$ cat src/rtl/wb_burst_master.sv
// wb_burst_master: Wishbone classic initiator moving a block of 32-bit words, one single-word cycle per word.
module wb_burst_master #(
    parameter int LEN_BITS       = 8,
    parameter int TIMEOUT_CYCLES = 1024,
    parameter int TO_BITS        = 11
) (
    input  logic                wb_clk_i,
    input  logic                wb_rst_n_i,
    input  logic                cmd_valid,
    output logic                cmd_ready,
    input  logic [31:0]         cmd_addr,
    input  logic [LEN_BITS-1:0] cmd_len,
    input  logic                cmd_we,
    input  logic                wr_valid,
    output logic                wr_ready,
    input  logic [31:0]         wr_data,
    output logic                rd_valid,
    input  logic                rd_ready,
    output logic [31:0]         rd_data,
    output logic                done_valid,
    output logic [1:0]          done_status,
    output logic [LEN_BITS:0]   done_count,
    output logic                wb_cyc_o,
    output logic                wb_stb_o,
    output logic                wb_we_o,
    output logic [31:0]         wb_adr_o,
    output logic [3:0]          wb_sel_o,
    output logic [31:0]         wb_dat_o,
    input  logic [31:0]         wb_dat_i,
    input  logic                wb_ack_i,
    input  logic                wb_err_i
);
    typedef enum logic [2:0] {S_IDLE, S_FETCH, S_BUS, S_RD_OUT, S_NEXT, S_DONE} state_t;
    state_t              r_state, w_next;
    logic [31:0]         r_addr, r_wdat, r_rdat;
    logic [LEN_BITS-1:0] r_len;
    logic                r_we;
    logic [LEN_BITS:0]   r_cnt;
    logic [1:0]          r_status;
    logic [TO_BITS-1:0]  r_to;
    logic                w_last, w_tmo;

    assign w_last = r_cnt == {1'b0, r_len};
    assign w_tmo  = r_to == TO_BITS'(TIMEOUT_CYCLES - 1);

    always_ff @(posedge wb_clk_i) begin
        if (!wb_rst_n_i) r_state <= S_IDLE;
        else r_state <= w_next;
    end

    always_comb begin
        w_next = r_state;
        case (r_state)
            S_IDLE:   w_next = cmd_valid ? (cmd_we ? S_FETCH : S_BUS) : S_IDLE;
            S_FETCH:  w_next = wr_valid ? S_BUS : S_FETCH;
            S_BUS:    w_next = wb_ack_i ? (r_we ? S_NEXT : S_RD_OUT) : ((wb_err_i || w_tmo) ? S_DONE : S_BUS);
            S_RD_OUT: w_next = rd_ready ? S_NEXT : S_RD_OUT;
            S_NEXT:   w_next = w_last ? S_DONE : (r_we ? S_FETCH : S_BUS);
            default:  w_next = S_IDLE;
        endcase
    end

    always_comb begin
        cmd_ready  = r_state == S_IDLE;
        wr_ready   = r_state == S_FETCH;
        rd_valid   = r_state == S_RD_OUT;
        done_valid = r_state == S_DONE;
        wb_cyc_o   = r_state == S_BUS;
        wb_stb_o   = r_state == S_BUS;
        wb_we_o    = (r_state == S_BUS) && r_we;
    end

    assign wb_adr_o    = r_addr;
    assign wb_dat_o    = r_wdat;
    assign wb_sel_o    = 4'hF;
    assign rd_data     = r_rdat;
    assign done_status = r_status;
    assign done_count  = r_cnt;

    // ACK wins over ERR; a failed or timed-out word never reaches NEXT, so it is not counted
    always_ff @(posedge wb_clk_i) begin
        if (!wb_rst_n_i) begin
            r_addr   <= '0;
            r_wdat   <= '0;
            r_rdat   <= '0;
            r_len    <= '0;
            r_we     <= 1'b0;
            r_cnt    <= '0;
            r_status <= 2'b00;
            r_to     <= '0;
        end else begin
            r_to <= (r_state == S_BUS) ? r_to + 1'b1 : '0;
            if (r_state == S_IDLE && cmd_valid) begin
                r_addr <= cmd_addr & 32'hFFFF_FFFC;
                r_len  <= cmd_len;
                r_we   <= cmd_we;
                r_cnt  <= '0;
            end
            if (r_state == S_FETCH && wr_valid) r_wdat <= wr_data;
            if (r_state == S_BUS && wb_ack_i && !r_we) r_rdat <= wb_dat_i;
            if (r_state == S_BUS && !wb_ack_i && (wb_err_i || w_tmo)) r_status <= wb_err_i ? 2'b01 : 2'b10;
            if (r_state == S_NEXT) begin
                r_cnt  <= r_cnt + 1'b1;
                r_addr <= r_addr + 32'd4;
                if (w_last) r_status <= 2'b00;
            end
        end
    end
endmodule

$ cat config.mk
export PLATFORM = sky130hd
export DESIGN_NAME = wb_burst_master
export DESIGN_NICKNAME = d
export VERILOG_FILES = /design/src/rtl/wb_burst_master.sv
export SDC_FILE = /design/constraint.sdc
export NUM_CORES = 1
export LEC_CHECK = 0
export CAP_MARGIN = 15
export CORE_UTILIZATION = 43
export CTS_CLUSTER_SIZE = 16
export DETAILED_ROUTE_END_ITERATION = 8
export HOLD_SLACK_MARGIN = 0.03
export PLACE_DENSITY = 0.8
export SLEW_MARGIN = 20
export SYNTH_ARGS = -nofsm -noshare
export SYNTH_HDL_FRONTEND = slang
export SYNTH_SLANG_ARGS = --single-unit
$ cat constraint.sdc
create_clock -name wb_clk_i -period 2.1 [get_ports wb_clk_i]
set_input_delay 0.42 -clock wb_clk_i [delete_from_list [all_inputs] [get_ports wb_clk_i]]
set_output_delay 0.42 -clock wb_clk_i [all_outputs]
set_load 0.005 [all_outputs]
# ---- Yosys cells after proc, flatten, opt, wreduce, memory -nomap -nowiden
# Index checks and enable logic that the tools add are counted.
dict set report op_classes {
  muxes 18
  eq_ne 7
  addsub 3
  reduce_logical 13
}
# cell n
set op_table {}
lappend op_table {{$mux W32} 2}
lappend op_table {{$add A32 B3 Y32 const B} 1}
lappend op_table {{$mux W9} 2}
lappend op_table {{$mux W2} 8}
lappend op_table {{$mux W3} 5}
lappend op_table {{$pmux W3 S5} 1}
lappend op_table {{$add A11 B1 Y11 const B} 1}
lappend op_table {{$eq A11 B10 Y1 const B} 1}
lappend op_table {{$add A9 B1 Y9 const B} 1}
lappend op_table {{$eq A9 B8 Y1} 1}
lappend op_table {{$logic_and A1 B1 Y1} 7}
lappend op_table {{$eq A3 B2 Y1 const B} 2}
lappend op_table {{$eq A3 B3 Y1 const B} 2}
lappend op_table {{$eq A3 B1 Y1 const B} 1}
lappend op_table {{$logic_not A3 Y1} 1}
lappend op_table {{$logic_not A1 Y1} 2}
lappend op_table {{$reduce_and A2 Y1} 1}
lappend op_table {{$reduce_bool A2 Y1} 1}
lappend op_table {{$logic_or A1 B1 Y1} 1}
dict set report totals {
  ff_bits 130
  output_inout_bits 118
  wordCells 50
  in_bits 112
}

# ---- Longest topological paths before layout
dict set report logic_depth {
  depth_word 6
  depth_mapped 8
}

# ---- Worst setup path after synthesis
# Ideal clock, no wire load.
dict set report synth_timing {
  path_kind {flip-flop to flip-flop}
  from {register r_addr[2], in the netlist wb_adr_o[2]}
  to {register r_addr[26], in the netlist wb_adr_o[26]}
  path_slack_ns 0.191
  setup_time_ns 0.122
  required_ns 1.978
  n_path_buf 0
  arrival_time_ns 1.788
  path_stages_with_launch 6
  synth_period_minus_slack_ns 1.909
  path_cell_list {dfxtp_1 ha_1 nand3_1 nor4_2 nand3_1 a221o_1}
}
dict set report synth_between {
  elab_chain_len 2
}
# item line_no
set synth_lines {}
lappend synth_lines {{from (decl)} 35} ;# logic [31:0] r_addr, r_wdat, r_rdat;
lappend synth_lines {{from (signal assigned)} 94} ;# r_addr <= cmd_addr & 32'hFFFF_FFFC;
lappend synth_lines {{from (signal assigned)} 104} ;# r_addr <= r_addr + 32'd4;
lappend synth_lines {{$add A32 B3 Y32} 104}
lappend synth_lines {{$mux W32} 102} ;# if (r_state == S_NEXT) begin
# Every way passes these cells.
# A chain may end at the register's enable or synchronous reset.

# ---- Final worst setup path
dict set report layout_timing {
  from {register r_state[1]}
  to {output port cmd_ready}
}
dict set report layout_between {
  elab_chain_len 1
}
# item line_no
set layout_lines {}
lappend layout_lines {{from (decl)} 34} ;# state_t r_state, w_next;
lappend layout_lines {{from (signal assigned)} 48} ;# else r_state <= w_next;
lappend layout_lines {{$logic_not A3 Y1} 64} ;# cmd_ready = r_state == S_IDLE;
lappend layout_lines {{to (decl)} 10} ;# output logic cmd_ready,
# Every way passes these cells.

==> qor.txt <==
Setup Viol. Count Final = 0
Setup crit end kind = primary output
Rows = 41
Post-synth top area cell = dfxtp_1
DRC = 0
EDFF count, synth = 0
Psw = 2.06 mW
Required @ worst endpoint = 1680 ps
Fin. max-slew vios = 0
Setup TNS = 0 ps
Num CTS Buffers = 17
I/O Buffers = 221
I/O pin count = 230
Nets = 1067
Crit-path max FO = 5
DRT Pass-1 Iters = 5
Flop pwr share = 38.7%
Routed Wire Length = 16.8 mm
Count of different cell masters after synthesis = 60
Internal Power = 5.26 mW
Cell Area, Synth = 0.00564 mm2
Top cells by area, synth = dfxtp_1, nand2_1, a21oi_1
DRT iter0 DRCs = 358
CTS root buf = clkbuf_16
Logic pwr share = 24.5%
Area growth syn-to-layout = 55.9%
Largest net degree at the start of global routing = 72
Lkg Pwr = 3.15 nW
Core Area = 0.0127 mm2
Switching Fraction = 28.1%
Dpl ws = 91.7 ps
Clk pwr share = 36.7%
First-pass GRT wire length = 26.3 mm
Ys async rst share = 0%
Syn Inst Count = 721
Initial antenna violation count = 0
Remaining global-route overflow = 0
Final Critical Period = 1980 ps
TritonCTS clock tree = built
Seq cells post-synth = 128
Crit start category = flop
DP Wirelength = 11.8 mm
Starting Density = 44.3%
Fillers = 1051
Synthesized area per cell = 7.82 um2
Total number of vias = 5917
Fin crit share = 94.4%
Max Freq = 504 MHz
Critical path class = reg2out
Later-pin clock latency in the skew report = 410 ps
Unrepaired setup endpoints after global routing = false
Die footprint = 0.0136 mm2
Clk sinks = 128
Max cap viols = 0
Final antenna diode count = 0
Clock buffer depth = 2
Main synth FF type = dfxtp_1
Clock Skew = 6.47 ps
PD cells = 833 mW/mm2
Vias in the first global route = 5475
Crit path DAT = 1560 ps
Setup WS post-layout = 117 ps
H-tree depth = 4
VDD IR max = 0.660 mV
Die height = 117 um
Synth top area share = 45.5%
Final hold vios = 0
Sequential share of the synthesized area = 45.5%
Vias per Instance = 5.21
RePlAce Congestion = 0.833
Drt wl/cell = 14.8 um
Outcome = complete, no violations
Die Wd = 117 um
Clock-pin slew on the worst setup and hold paths = 50 ps
Share of post-route cells with drive strength above 1 = 8.82%
Synth warnings = 0
Gr usage total = 25.0%
Antenna viol nets, final = 0
Worst min path class = reg2reg
-- cell families after synthesis --
kind of cell             Yosys count  synth area share, %
AO/OA/AOI/OAI                    173                 18.0
XOR/XNOR                          17                 2.64
adder cells (fa/ha/maj)            3                0.666
buffers and inverters             63                 5.06
flip-flops                       128                 45.5
multiplexers                       4                0.710
other                              2                0.133
AND/OR/NAND/NOR                  331                 27.3
-- per-layer routing --
| layer | up-vias | wire length (um) | GRT usage, % |
|---|---|---|---|
| met5 | - | 0 | 0 |
| met4 | 0 | 203 | 7.35 |
| met3 | 22 | 1320 | 8.87 |
| met2 | 212 | 8280 | 41.9 |
| met1 | 2735 | 7060 | 30.1 |
| li1 | 2948 | - | - |
-- synthesized netlist by cell type (3+ instances only) --
library cell    n
a21oi_1       103
a22oi_1        13
a31oi_1        11
and2_1          6
and3_1         11
and4_1          3
buf_2          11
buf_4           9
clkbuf_1       33
dfxtp_1       128
ha_1            3
inv_1           7
mux2i_1         4
nand2_1       181
nand3_1        28
nand4_1        16
nor2_1         45
nor2b_1         6
nor3_1          9
o211ai_1        6
o21ai_0        13
o221ai_1        5
o22ai_1         5
or3_1           6
xnor2_1         8
xor2_1          9
-- state kept, by name, indices dropped and copies added (netlist names) --
register	cells
rd_data	32
wb_dat_o	32
wb_adr_o	30
r_to	11
done_count	9
r_len	8
r_state	3
done_status	2
r_we	1
-- power by group through the flow --
stage               Clock (mW)  Combinational, mW  Sequential (mW)
floorplan                    0              0.778             2.87
global placement             0               1.70             2.89
detailed placement           0               1.73             2.90
CTS                       2.73               1.79             2.83
global route              2.84               1.96             2.87
finish                    2.69               1.80             2.84
-- worst paths after layout --
check | start | to | slack (ps) | cells after the start
setup reg to reg | r_state[0] | done_count[7] | 210 | 6
hold reg to reg | rd_data[10] | rd_data[10] | 450 | 2
hold / removal | rd_data[10] | rd_data[10] | 450 | 2
setup / recovery | r_state[1] | cmd_ready | 120 | 4
-- cells in the final DEF, fill, tap and decap left out, drive strengths merged, types with 6 or more instances in the layout --
master and instances:
a21oi 103, a22oi 13, a31oi 11, and2 7, and3 11, buf 42
clkbuf 21, clkdlybuf4s50 215, clkinv 7, conb 6, dfxtp 128, inv 7
nand2 181, nand3 29, nand4 16, nor2 45, nor2b 6, nor3 11
o211ai 6, o21ai 13, or3 6, xnor2 8, xor2 9
-- through the flow --
step / instances / utilization, % / total power, mW / cell area (um2) / hold WS [ps]
global placement: 1098 / 64.2 / 4.59 / 8160 / 440
floorplan: 725 / - / 3.65 / 5650 / 430
detailed placement: 1098 / 64.2 / 4.62 / 8160 / 446
global route: 1136 / 69.1 / 7.67 / 8790 / 466
CTS: 1136 / 69.0 / 7.36 / 8770 / 453
finish: 1136 / 69.1 / 7.32 / 8790 / 451
-- critical path, stage by stage, from the launching register on --
cell and delay (ps):
dfxtp_4 350, buf_4 150, buf_4 150, nor3_2 200
dlygate4sd2_1 310
-- repair_timing --
item                                    CTS  global route
pin swaps                                 1             0
endpoints found under the setup margin    7             3
gates cloned                              0             0
buffers inserted                          7             0
hold buffers                              0             0
resized for setup                        12             4
-- cell type report --
cell class	count	area (um2)	area share [%]
multi-input combinational	534	2820	32.1
timing repair buffer	263	2600	29.6
sequential	128	2570	29.3
clock buffer	21	450	5.13
tap	172	215	2.45
clock inverter	10	90.1	1.03
inverter	8	31.3	0.356
Power figures use the tool's default switching activity.
